===== config.mk =====
export PLATFORM = sky130hd
export DESIGN_NAME = wm_fsm_param
export DESIGN_NICKNAME = d
export VERILOG_FILES = /design/src/rtl/wm_fsm_param.sv
export SDC_FILE = /design/constraint.sdc
export NUM_CORES = 1
export LEC_CHECK = 0
export CORE_MARGIN = 3
export CORE_UTILIZATION = 58
export CTS_BUF_LIST = sky130_fd_sc_hd__clkbuf_4 sky130_fd_sc_hd__clkbuf_8
export DETAILED_ROUTE_END_ITERATION = 6
export PLACE_DENSITY = 0.82
export SLEW_MARGIN = 20
export SYNTH_ARGS = -nofsm -noshare
export SYNTH_HDL_FRONTEND = slang
export SYNTH_SLANG_ARGS = --single-unit
export TNS_END_PERCENT = 100

===== constraint.sdc =====
create_clock -name clk -period 2.45 [get_ports clk]
set_input_delay 0.49 -clock clk [delete_from_list [all_inputs] [get_ports clk]]
set_output_delay 0.49 -clock clk [all_outputs]
set_load 0.1 [all_outputs]

===== src/rtl/wm_fsm_param.sv =====
// Parametrised watermark FSM: passes input through until a keyed unlock sequence,
// then emits a hidden signature chunk by chunk against matching input chunks.
module wm_fsm_param #(
   parameter int                           LEN_I     = 3,
   parameter int                           LEN_O     = 5,
   parameter int                           INIT_LEN  = 4,
   parameter logic [INIT_LEN*LEN_I-1:0]    INIT_KEY  = 12'h29C,
   parameter int                           SIG_BITS  = 128,
   parameter logic [SIG_BITS-1:0]          SIGNATURE = 128'hD41D8CD98F00B204E9800998ECF8427E,
   parameter int                           REARM     = 0
) (
   input  logic             clk,
   input  logic             reset,
   input  logic [LEN_I-1:0] in,
   output logic [LEN_O-1:0] out,
   output logic             wm_active,
   output logic             wm_done
);

   localparam int W      = LEN_I + LEN_O;
   localparam int NCHUNK = SIG_BITS / W;
   localparam int IDX_W  = $clog2(INIT_LEN + 1);
   localparam int K_W    = $clog2(NCHUNK + 1);

   localparam logic [IDX_W-1:0] IDX_LAST = IDX_W'(INIT_LEN - 1);
   localparam logic [K_W-1:0]   K_LAST   = K_W'(NCHUNK - 1);

   typedef enum logic [1:0] {LOCK, SIGN, DONE} state_t;

   state_t           state;
   logic [IDX_W-1:0] idx;
   logic [K_W-1:0]   k;

   // Out-of-range indices fold to 0 so the decode never yields X.
   function automatic logic [LEN_I-1:0] key_at(input logic [IDX_W-1:0] i);
      int sel;
      sel = (int'(i) < INIT_LEN) ? int'(i) : 0;
      return LEN_I'(INIT_KEY >> ((INIT_LEN - 1 - sel) * LEN_I));
   endfunction

   function automatic logic [W-1:0] chunk_at(input logic [K_W-1:0] c);
      int sel;
      sel = (int'(c) < NCHUNK) ? int'(c) : 0;
      return W'(SIGNATURE >> (SIG_BITS - (sel + 1) * W));
   endfunction

   logic [W-1:0]     chunk;
   logic [LEN_I-1:0] sig_in;
   logic [LEN_O-1:0] sig_out;
   logic [LEN_O-1:0] base;
   logic             hit_key;
   logic             hit_sig;
   logic [IDX_W-1:0] restart_idx;

   assign chunk       = chunk_at(k);
   assign sig_in      = chunk[W-1 -: LEN_I];
   assign sig_out     = chunk[LEN_O-1:0];
   assign base        = LEN_O'(in);
   assign hit_key     = (in == key_at(idx));
   assign hit_sig     = (in == sig_in);
   // A symbol that breaks the sequence may itself start a new attempt.
   assign restart_idx = (in == key_at('0)) ? IDX_W'(1) : '0;

   always_comb begin
      out = base;
      if (reset)
         out = '0;
      else if (state == SIGN && hit_sig)
         out = sig_out;
   end

   always_ff @(posedge clk) begin
      if (reset) begin
         state     <= LOCK;
         idx       <= '0;
         k         <= '0;
         wm_active <= 1'b0;
         wm_done   <= 1'b0;
      end else begin
         wm_done <= 1'b0;
         case (state)
            LOCK: begin
               if (hit_key) begin
                  if (idx == IDX_LAST) begin
                     state     <= SIGN;
                     idx       <= '0;
                     k         <= '0;
                     wm_active <= 1'b1;
                  end else begin
                     idx <= idx + IDX_W'(1);
                  end
               end else begin
                  idx <= restart_idx;
               end
            end
            SIGN: begin
               if (hit_sig) begin
                  if (k == K_LAST) begin
                     wm_done   <= 1'b1;
                     wm_active <= 1'b0;
                     k         <= '0;
                     idx       <= '0;
                     state     <= (REARM != 0) ? LOCK : DONE;
                  end else begin
                     k <= k + K_W'(1);
                  end
               end else begin
                  state     <= LOCK;
                  idx       <= restart_idx;
                  k         <= '0;
                  wm_active <= 1'b0;
               end
            end
            DONE: state <= DONE;
            default: begin
               state     <= LOCK;
               idx       <= '0;
               k         <= '0;
               wm_active <= 1'b0;
            end
         endcase
      end
   end

endmodule


==> impl_metrics.json, run 1 <==
{
  "status": "stopped before the end",
  "pre_cts_ws_ns": -0.3448,
  "dpl.hpwl_microns": 2498,
  "async_flop_share_pct": 0,
  "netlist_area_sq_um": 1114,
  "start_util_pct": 63.12,
  "root_buffer": "clkbuf_4",
  "avgSynthCellArea_sq_um": 7.627,
  "worstEndpointGrtRepair": "out[4]",
  "synthesis.nets": 154,
  "toolErrorMsg": "[ERROR DPL-0038] Utilization greater than 100%, impossible to legalize",
  "cts-hold-fix-buffers": 0,
  "seq_area_frac_synth_pct": 21.57,
  "ys_seq_elements": 12,
  "cts_inserted_buffers": 3,
  "grt_start_max_net_pins": 15,
  "yosysWarnings": 0,
  "syn_inst": 146,
  "port_buffers": 11,
  "synth.most_common_cell": "a21oi_1",
  "synth.top_cell.area_share_pct": 21.57,
  "die_h_microns": 49.82,
  "synthTopCellsByCount": "13 x a21oi_1, 12 x dfxtp_1, 10 x nand2_1, 10 x nor2_1",
  "gp_congestion": 0.9317,
  "synth-main-ff-cell": "dfxtp_1",
  "rows": 15,
  "die-width_microns": 49.82,
  "place_area_sq_um": 1556,
  "yosys.area.top_type": "dfxtp_1",
  "worstEndpointType": "output port",
  "htree_levels": 1,
  "ioPinCount": 12,
  "clockBufferDepth": 2,
  "yosysUniqueCellTypes": 49,
  "synth-edff-count": 0,
  "cts_sinks": 12,
  "haltStage": "5_1_grt",
  "synthTopCellsByArea": "dfxtp_1 22%, a21oi_1 5.8%, nor2b_1 4.5%, nor3_1 3.6%, ha_1 3.4%"
}
==> stage by stage <==
stage	TNS, ns	instances
after floorplan	-0.5456	146
after global placement	-1.397	202
after detailed placement	-1.690	202
after CTS	-1.432	213
==> logic make-up after synthesis <==
group                      after synthesis  synth area share [%]
AOI/OAI and AO/OA                       44                 30.45
xor gates and xnor gates                 4                 3.146
adders and majority gates                3                 3.371
buffers and inverters                   16                 6.741
DFF                                     12                 21.57
and+or+nand+nor                         67                 34.72
==> what timing repair did <==
item	4_1_cts
buffers inserted	7
endpoints found under the setup margin	5
gates resized for setup	16
pin swaps	8
==> inputs of run 2 (changes only) <==
CORE_AREA = 3 3 64 66   (was unset)
CORE_MARGIN = unset   (was 3)
CORE_UTILIZATION = unset   (was 58)
CTS_BUF_LIST = unset   (was sky130_fd_sc_hd__clkbuf_4 sky130_fd_sc_hd__clkbuf_8)
DIE_AREA = 0 0 67 69   (was unset)
PLACE_DENSITY = unset   (was 0.82)
PLACE_DENSITY_LB_ADDON = 0.15   (was unset)
==> impl_metrics.json, run 2 <==
{
  "status": "complete, but fails checks",
  "violations": "negative setup slack",
  "utilization_pct": 49.66,
  "crit_end": "out[4]",
  "rsz0062_at_grt": "yes",
  "port_buffers": 11,
  "path_clk_slew_ns": 0.05,
  "die-width_microns": 67,
  "antenna-diode-count": 0,
  "ir_worst_vdd_uv": 156.3,
  "cts-hold-fix-buffers": 0,
  "drcViolationCount": 0,
  "startpoint": "k[3]",
  "yosysUniqueCellTypes": 49,
  "design.core.area_sq_um": 3633,
  "drive_above_1_share_pct": 41.71,
  "critPathCaptureType": "primary output",
  "fin_total_pwr_uw": 515.3,
  "ys_seq_elements": 12,
  "path_class": "flop to primary output",
  "crit_arrival_ns": 2.16,
  "drv_slew": 0,
  "die_h_microns": 69,
  "netlist_area_sq_um": 1114,
  "setup_violations": 5,
  "start_util_pct": 30.65,
  "dr.first_iter.drc_count": 56,
  "crit_path_start_kind": "flop",
  "syn_to_final_growth_pct": 62.02,
  "synth.top_cell.area_share_pct": 21.57,
  "clkLatencyLatePin_ns": 0.24,
  "most-common-layout-cells": "31 x buf_4, 10 x nand2_1, 9 x nor2_1, 9 x a21oi_1",
  "r2r_slack_ns": 0.24,
  "num_vias": 1249,
  "rows": 22,
  "dpl.hpwl_microns": 2618,
  "rr_endpoint": "state[1]",
  "nNetsFinal": 196,
  "syn_inst": 146,
  "antenna_left": 0,
  "power-per-cell-area_nw_per_um2": 285.6,
  "cts_inserted_buffers": 3,
  "grt_pass1_wl_microns": 5809,
  "grt_start_max_net_pins": 15,
  "layout_commonest_cell": "buf_4",
  "maxCapViolCount": 0,
  "min_period_ns": 2.648,
  "clockBufferDepth": 2,
  "largest_register_ffs": 5,
  "wl_per_cell_microns": 14.29,
  "async_flop_share_pct": 0,
  "synth-main-ff-cell": "dfxtp_1",
  "yosys.area.top_type": "dfxtp_1",
  "grt-ovfl-total": 0,
  "finalHoldViolCount": 0,
  "grt_use_total_pct": 15.83,
  "period_share_pct": 108.1,
  "critPathMaxFanout": 6,
  "via_per_inst": 5.315,
  "finalHoldWorstSlack_ns": 0.4690,
  "dr.pass1.iters": 4,
  "die_area_sq_um": 4623,
  "yosysWarnings": 0,
  "largest_register": "k",
  "synth-edff-count": 0,
  "critPathRequiredTime_ns": 1.96,
  "synthTopCellsByCount": "13 x a21oi_1, 12 x dfxtp_1, 10 x nand2_1, 10 x nor2_1",
  "seq_area_frac_synth_pct": 21.57,
  "reg_top3": "k: 5 flops, idx: 3 flops, state: 2 flops",
  "hold_class": "flop to flop",
  "ioPinCount": 12,
  "synthTopCellsByArea": "dfxtp_1 22%, a21oi_1 5.8%, nor2b_1 4.5%, nor3_1 3.6%, ha_1 3.4%",
  "htree_levels": 1,
  "slew_headroom_pct": 62.71,
  "gp_congestion": 0.7928,
  "place_inst": 227,
  "synthesis.nets": 154,
  "max_freq_mhz": 377.6,
  "stdcell_count": 235,
  "avgSynthCellArea_sq_um": 7.627,
  "fillerInstances": 357,
  "cts_tree": "built",
  "grt_pass1_vias": 1245,
  "worstRegToRegCells": 8,
  "fin_worst_skew_ns": 0.001140,
  "synth.most_common_cell": "a21oi_1",
  "root_buffer": "clkbuf_8",
  "wl_microns": 3358,
  "worst_pin_slew_ns": 0.5521,
  "p_leak_uw": 0.0006897,
  "r2r-start": "k[3]",
  "cts_sinks": 12,
  "antenna_found_initial": 0,
  "setup_ws_ns": -0.1984
}
run 2: cell counts after synthesis:
Identical to the previous run, type by type.
run 2: worst min-delay path by stage:
stage	start	endpoint	slack [ns]	depth (start not counted)
6_report	wm_active	wm_active	0.47	2
5_1_grt	wm_active	wm_active	0.48	2
3_5_place_dp	wm_active	wm_active	0.47	2
4_1_cts	wm_active	wm_active	0.47	2
2_1_floorplan	idx[2]	idx[2]	0.45	2
3_3_place_gp	wm_active	wm_active	0.46	2
run 2: cell type report:
class | count | area (sq um) | area share (%)
Timing Repair Buffer | 45 | 427.9 | 23.72
Inverter | 8 | 30.03 | 1.664
Multi-Input combinational cell | 118 | 978.4 | 54.23
Tap cell | 48 | 60.06 | 3.329
Clock buffer | 4 | 55.05 | 3.051
Sequential cell | 12 | 252.7 | 14.01
run 2: metrics by stage:
| stage | TNS [ns] | area, sq um | setup slack (ns) |
|---|---|---|---|
| 6_report | -0.8275 | 1804 | -0.1984 |
| 5_1_grt | -1.230 | 1804 | -0.2670 |
| 4_1_cts | -1.087 | 1764 | -0.2505 |
| 3_5_place_dp | -2.181 | 1588 | -0.3951 |
| 3_3_place_gp | -2.338 | 1588 | -0.3524 |
| 2_1_floorplan | -0.5456 | 1194 | -0.3317 |
run 2: kinds of logic (layout without fill, tap and decap cells):
family / Yosys count / in the layout / share of synthesized area (%)
adder cells (fa/ha/maj): 3 / 3 / 3.371
buffers and inverters: 16 / 57 / 6.741
flip-flops: 12 / 12 / 21.57
XOR/XNOR: 4 / 4 / 3.146
AO/OA/AOI/OAI: 44 / 44 / 30.45
AND/OR/NAND/NOR: 67 / 67 / 34.72
run 2: power breakdown:
part / total, uW / internal, uW / switching [uW]
Clock: 220 / 142 / 77.7
Sequential: 193 / 192 / 0.363
Combinational: 103 / 44.8 / 58.0
run 2: timing repair:
item / CTS / global route
setup buffers: 3 / 1
pin swaps: 8 / 8
gates resized for setup: 22 / 7
gates cloned: 0 / 0
endpoints found under the setup margin: 5 / 9
run 2: metal layers:
| metal | wire length, microns | GRT usage [%] |
|---|---|---|
| met5 | 0 | 0 |
| met1 | 1558 | 22.23 |
| met2 | 1632 | 25.11 |
| met4 | 45 | 4.730 |
| met3 | 122 | 1.629 |
run 2: worst max-delay path, cell delays in order, from the launching register on:
cell and delay, ns:
dfxtp_4 0.37, and4bb_1 0.24, or4b_4 0.50, a221oi_4 0.26, nand2_2 0.12, buf_6 0.14
nor2_4 0.09, buf_12 0.18
No activity file was read; power rests on OpenSTA's default activity.
